--- src/rtl/wash_cycle_sequencer.sv ---
// wash_cycle_sequencer
// Washing-machine phase sequencer: FILL, WASH, DRAIN1, RINSE, DRAIN2, SPIN, DONE.
// Each phase runs for a load-scaled number of unfrozen clock cycles, tracked by a
// 16-bit down-counter loaded on phase entry. Door-open or pause freezes the
// sequence and silences the actuators.
// Optional feature macro: EXTRA_RINSE_EN. When defined, a latched extra_rinse
// request inserts a second RINSE + DRAIN2 pass before SPIN.
module wash_cycle_sequencer #(
    parameter int BASE = 4
) (
    input  logic       clk,
    input  logic       rst,
    input  logic       start,
    input  logic       door,
    input  logic       pause,
    input  logic [1:0] load,
    input  logic       extra_rinse,
    output logic       agitator,
    output logic       motor,
    output logic       pump,
    output logic       speed,
    output logic       water,
    output logic       door_lock,
    output logic       held,
    output logic       done,
    output logic [2:0] phase
);

    typedef enum logic [2:0] {
        S_IDLE   = 3'd0,
        S_FILL   = 3'd1,
        S_WASH   = 3'd2,
        S_DRAIN1 = 3'd3,
        S_RINSE  = 3'd4,
        S_DRAIN2 = 3'd5,
        S_SPIN   = 3'd6,
        S_DONE   = 3'd7
    } state_t;

    localparam logic [15:0] BASE_U = 16'(BASE);

    state_t      state_q, state_d;
    logic [15:0] cnt_q, cnt_d;
    logic [1:0]  load_q, load_d;
    logic        active;

`ifdef EXTRA_RINSE_EN
    logic xr_q, xr_d;
    logic pass_q, pass_d;
`else
    logic extra_rinse_unused;
    assign extra_rinse_unused = extra_rinse;
`endif

    // Counter reload value for a phase: its duration minus one, since the
    // entry cycle itself is the first cycle spent in the phase.
    function automatic logic [15:0] phase_len(input state_t s, input logic [1:0] l);
        logic [15:0] scaled;
        logic [15:0] len;
        scaled = BASE_U * ({14'd0, l} + 16'd1);
        case (s)
            S_FILL:             len = scaled;
            S_WASH:             len = scaled << 1;
            S_DRAIN1, S_DRAIN2: len = BASE_U;
            S_RINSE:            len = scaled;
            S_SPIN:             len = BASE_U << 1;
            default:            len = 16'd1;
        endcase
        return len - 16'd1;
    endfunction

    assign active = (state_q != S_IDLE) && (state_q != S_DONE);
    assign held   = active && (door || pause);

    // Next-state: start acceptance, per-phase countdown and phase ordering.
    always_comb begin
        state_t nxt;
        state_d = state_q;
        cnt_d   = cnt_q;
        load_d  = load_q;
        nxt     = S_IDLE;
`ifdef EXTRA_RINSE_EN
        xr_d    = xr_q;
        pass_d  = pass_q;
`endif
        case (state_q)
            S_IDLE: begin
                if (start && !door && !pause) begin
                    state_d = S_FILL;
                    load_d  = load;
                    cnt_d   = phase_len(S_FILL, load);
`ifdef EXTRA_RINSE_EN
                    xr_d    = extra_rinse;
                    pass_d  = 1'b0;
`endif
                end
            end
            S_DONE: begin
                state_d = S_IDLE;
                cnt_d   = 16'd0;
            end
            default: begin
                if (!held) begin
                    if (cnt_q == 16'd0) begin
                        case (state_q)
                            S_FILL:   nxt = S_WASH;
                            S_WASH:   nxt = S_DRAIN1;
                            S_DRAIN1: nxt = S_RINSE;
                            S_RINSE:  nxt = S_DRAIN2;
                            S_DRAIN2: begin
`ifdef EXTRA_RINSE_EN
                                if (xr_q && !pass_q) begin
                                    nxt    = S_RINSE;
                                    pass_d = 1'b1;
                                end else begin
                                    nxt = S_SPIN;
                                end
`else
                                nxt = S_SPIN;
`endif
                            end
                            S_SPIN:   nxt = S_DONE;
                            default:  nxt = S_IDLE;
                        endcase
                        state_d = nxt;
                        cnt_d   = (nxt == S_DONE) ? 16'd0 : phase_len(nxt, load_q);
                    end else begin
                        cnt_d = cnt_q - 16'd1;
                    end
                end
            end
        endcase
    end

    // State, counter and latched cycle options; reset returns to IDLE.
    always_ff @(posedge clk) begin
        if (rst) begin
            state_q <= S_IDLE;
            cnt_q   <= 16'd0;
            load_q  <= 2'd0;
`ifdef EXTRA_RINSE_EN
            xr_q    <= 1'b0;
            pass_q  <= 1'b0;
`endif
        end else begin
            state_q <= state_d;
            cnt_q   <= cnt_d;
            load_q  <= load_d;
`ifdef EXTRA_RINSE_EN
            xr_q    <= xr_d;
            pass_q  <= pass_d;
`endif
        end
    end

    // Moore actuator decode, silenced while the sequence is held.
    always_comb begin
        agitator  = 1'b0;
        motor     = 1'b0;
        pump      = 1'b0;
        speed     = 1'b0;
        water     = 1'b0;
        door_lock = active;
        done      = (state_q == S_DONE);
        phase     = state_q;
        if (!held) begin
            case (state_q)
                S_FILL:             water = 1'b1;
                S_WASH:             begin agitator = 1'b1; motor = 1'b1; end
                S_DRAIN1, S_DRAIN2: pump = 1'b1;
                S_RINSE:            begin water = 1'b1; agitator = 1'b1; motor = 1'b1; end
                S_SPIN:             begin motor = 1'b1; speed = 1'b1; pump = 1'b1; end
                default:            ;
            endcase
        end
    end

endmodule

--- config.mk ---
export PLATFORM = sky130hd
export DESIGN_NAME = wash_cycle_sequencer
export DESIGN_NICKNAME = d
export VERILOG_FILES = /design/src/rtl/wash_cycle_sequencer.sv
export SDC_FILE = /design/constraint.sdc
export NUM_CORES = 1
export LEC_CHECK = 0
export CORE_MARGIN = 2
export CORE_UTILIZATION = 55
export DETAILED_ROUTE_END_ITERATION = 8
export PLACE_DENSITY = 0.83
export SETUP_SLACK_MARGIN = 0.1
export SLEW_MARGIN = 20
export SYNTH_ARGS = -nofsm -noshare
export SYNTH_HDL_FRONTEND = slang
export SYNTH_SLANG_ARGS = --single-unit
--- constraint.sdc ---
create_clock -name clk -period 5 [get_ports clk]
set_input_delay 1 -clock clk [delete_from_list [all_inputs] [get_ports clk]]
set_output_delay 1 -clock clk [all_outputs]
set_load 0.05 [all_outputs]
==> run metrics <==
CP Capture Type primary output; post-route ant nets 0; # diodes 0; first-pass GRT wire length 6.741 mm; sw power 121.4 uW; Final Hold Vio Count 0; drt pass-1 iters 4; clock buffer depth 2; initial drt markers 64; crit-path max FO 7; post-synth net total 220; fin worst setup slack 0.8786 ns; Pwr Density 207.6 nW/um^2; Clk Latency, worst-skew pair 0.30 ns; top_reg_cell synth dfxtp_1; fin. max-slew vios 0; Slew HR 57.60%; Comb power frac 28.3%; Reg clk slew, reported paths 0.12 ns; VDD IR max 140.8 uV; IO Pins 19; Period minus WS final 4.121 ns; Initial Utilization 57.44%; Seq/Total Area, Yosys 26.77%; startpoint types primary input; max-cap violations 0; root buf cell clkbuf_4; CP Class primary input to primary output; Post-synth top cells 21 x dfxtp_1, 21 x nor2_1, 15 x o21ai_0; hold_buf cts 0; final period utilization 82.43%; Required @ worst endpoint 4.00 ns; Worst Hold Class flip-flop to flip-flop; # DRC 0; Worst-Margin Slew 0.6307 ns; number of synthesized flops with an enable pin 0; Seq pwr share 49.2%; wire length per cell 15.87 microns; Switching Fraction 33.34%; GPL Wtd Cong 0.8692; Post-Route WL 3.919 mm; ys async rst share 0%; Cells after Synth 207; core area 2734 sq um; clk_skew 0.001891 ns; pre-CTS WS 0.8753 ns; largest cells by area after synthesis dfxtp_1 27%, nor2_1 5.0%, o21ai_0 4.8%; post-layout util 64.12%; TritonCTS buffer count 3; Synth Warn # 0; Mapped Area 1570 sq um; R2R Path Start cnt_q[0]; Yosys top cell by area dfxtp_1; via/cell ratio 6.664; count of final setup violators 0; Design Power 364.0 uW; antenna violations before repair 0; Die ar. 3298 sq um; setup TNS 0 ns; fillers 234; fmax 0.2426 GHz; layout cells sized above 1 9.259%; crit path DAT 3.12 ns; clk sinks 21; Yosys top cell area share 26.77%; Critical path origin pause; detailed-route via count 1,646; Pleak 0.0006360 uW; area grow syn2layout 11.63%; post-CTS setup buffers 0; syn avg cell area 7.586 sq um; HPWL Detailed 2.916 mm; Clk pwr share 22.5%; largest net degree at the start of global routing 21; vias in the first global route 1,545; Total GRT Usage 25.43%; Netlist cell types 51; outcome finished clean; Seq cells post-synth 21; Horiz. Die Dim 57.43 microns; CTS resizes 0; Rows 19; Final Net Count 230; Overflow after GRT 0; H-tree depth 1; Pint 242.6 uW; IO buf count 17; CTS tree done; RSZ-0062 raised after global routing false; Die Y 57.43 microns; hold_sp cnt_q[12]
-- cells by family after synthesis --
group                    share of synthesized area (%)
buffers and inverters                            5.498
AO/OA/AOI/OAI                                    25.58
XOR/XNOR                                         5.020
AND/OR/NAND/NOR                                  32.43
multiplexers                                    0.7171
adder cells (fa/ha/maj)                          3.984
flip-flops                                       26.77
-- cell usage in the layout (no fill, tap or decap), drive strengths merged, types with 2 or more instances in the layout --
master / netlist / final
a211oi: 3 / 3
a21oi: 14 / 14
a221oi: 3 / 3
a31oi: 5 / 5
and2: 2 / 2
clkbuf: 11 / 4
clkdlybuf4s50: 0 / 17
dfxtp: 21 / 21
ha: 5 / 5
inv: 9 / 9
nand2: 13 / 13
nand3: 12 / 12
nor2: 22 / 22
nor2b: 4 / 4
nor3: 9 / 9
nor3b: 2 / 2
nor4: 4 / 4
o211ai: 4 / 4
o21ai: 16 / 16
o22ai: 3 / 3
o31ai: 5 / 5
or2: 2 / 2
or3: 8 / 8
or4: 5 / 5
xnor2: 8 / 8
-- stage by stage --
step | cell area, sq um | cells | hold WS (ns)
2_1_floorplan | 1570 | 207 | 0.4583
3_3_place_gp | 1727 | 243 | 0.4814
3_5_place_dp | 1727 | 243 | 0.4805
4_1_cts | 1753 | 247 | 0.5019
5_1_grt | 1753 | 247 | 0.5496
6_report | 1753 | 247 | 0.5001
-- critical path, stage by stage --
cell	delay [ns]
clkdlybuf4s50_1	0.46
or2_2	0.38
nor3_1	0.30
and2_1	0.18
clkdlybuf4s50_1	0.80
-- flip-flops by register name, indices dropped and copies added, names as in the netlist --
| register | cells |
|---|---|
| cnt_q | 16 |
| load_q | 2 |
| phase | 3 |
-- power by group through the flow --
stage | Combinational (uW) | Clock, uW | Sequential, uW
finish | 103 | 82.0 | 179
global route | 112 | 89.7 | 180
CTS | 102 | 83.2 | 179
detailed placement | 101 | 0 | 183
global placement | 98.5 | 0 | 182
floorplan | 81.1 | 0 | 181
-- cell type report --
| class | instances | area [sq um] | share of cell area, % |
|---|---|---|---|
| multi-input cells | 165 | 1064 | 60.67 |
| flip-flops and latches | 21 | 420.4 | 23.98 |
| repair buffers | 17 | 170.2 | 9.707 |
| well taps | 31 | 38.79 | 2.213 |
| inverters | 9 | 33.78 | 1.927 |
| clock buffers | 4 | 26.28 | 1.499 |
-- final timing paths --
check | depth (start not counted) | slack, ns | to
setup / recovery | 5 | 0.88 | agitator
hold / removal | 2 | 0.50 | cnt_q[12]
setup reg to reg | 7 | 2.70 | cnt_q[2]
hold reg to reg | 2 | 0.50 | cnt_q[12]
-- layer usage --
layer  share of wire, %  GRT usage [%]  wire length, microns
met5                  0              0                     0
met4                2.6          11.30                   101
met3                7.0          4.989                   273
met2                 47          41.88                  1851
met1                 43          32.07                  1693
No activity file was read; power rests on OpenSTA's default activity.
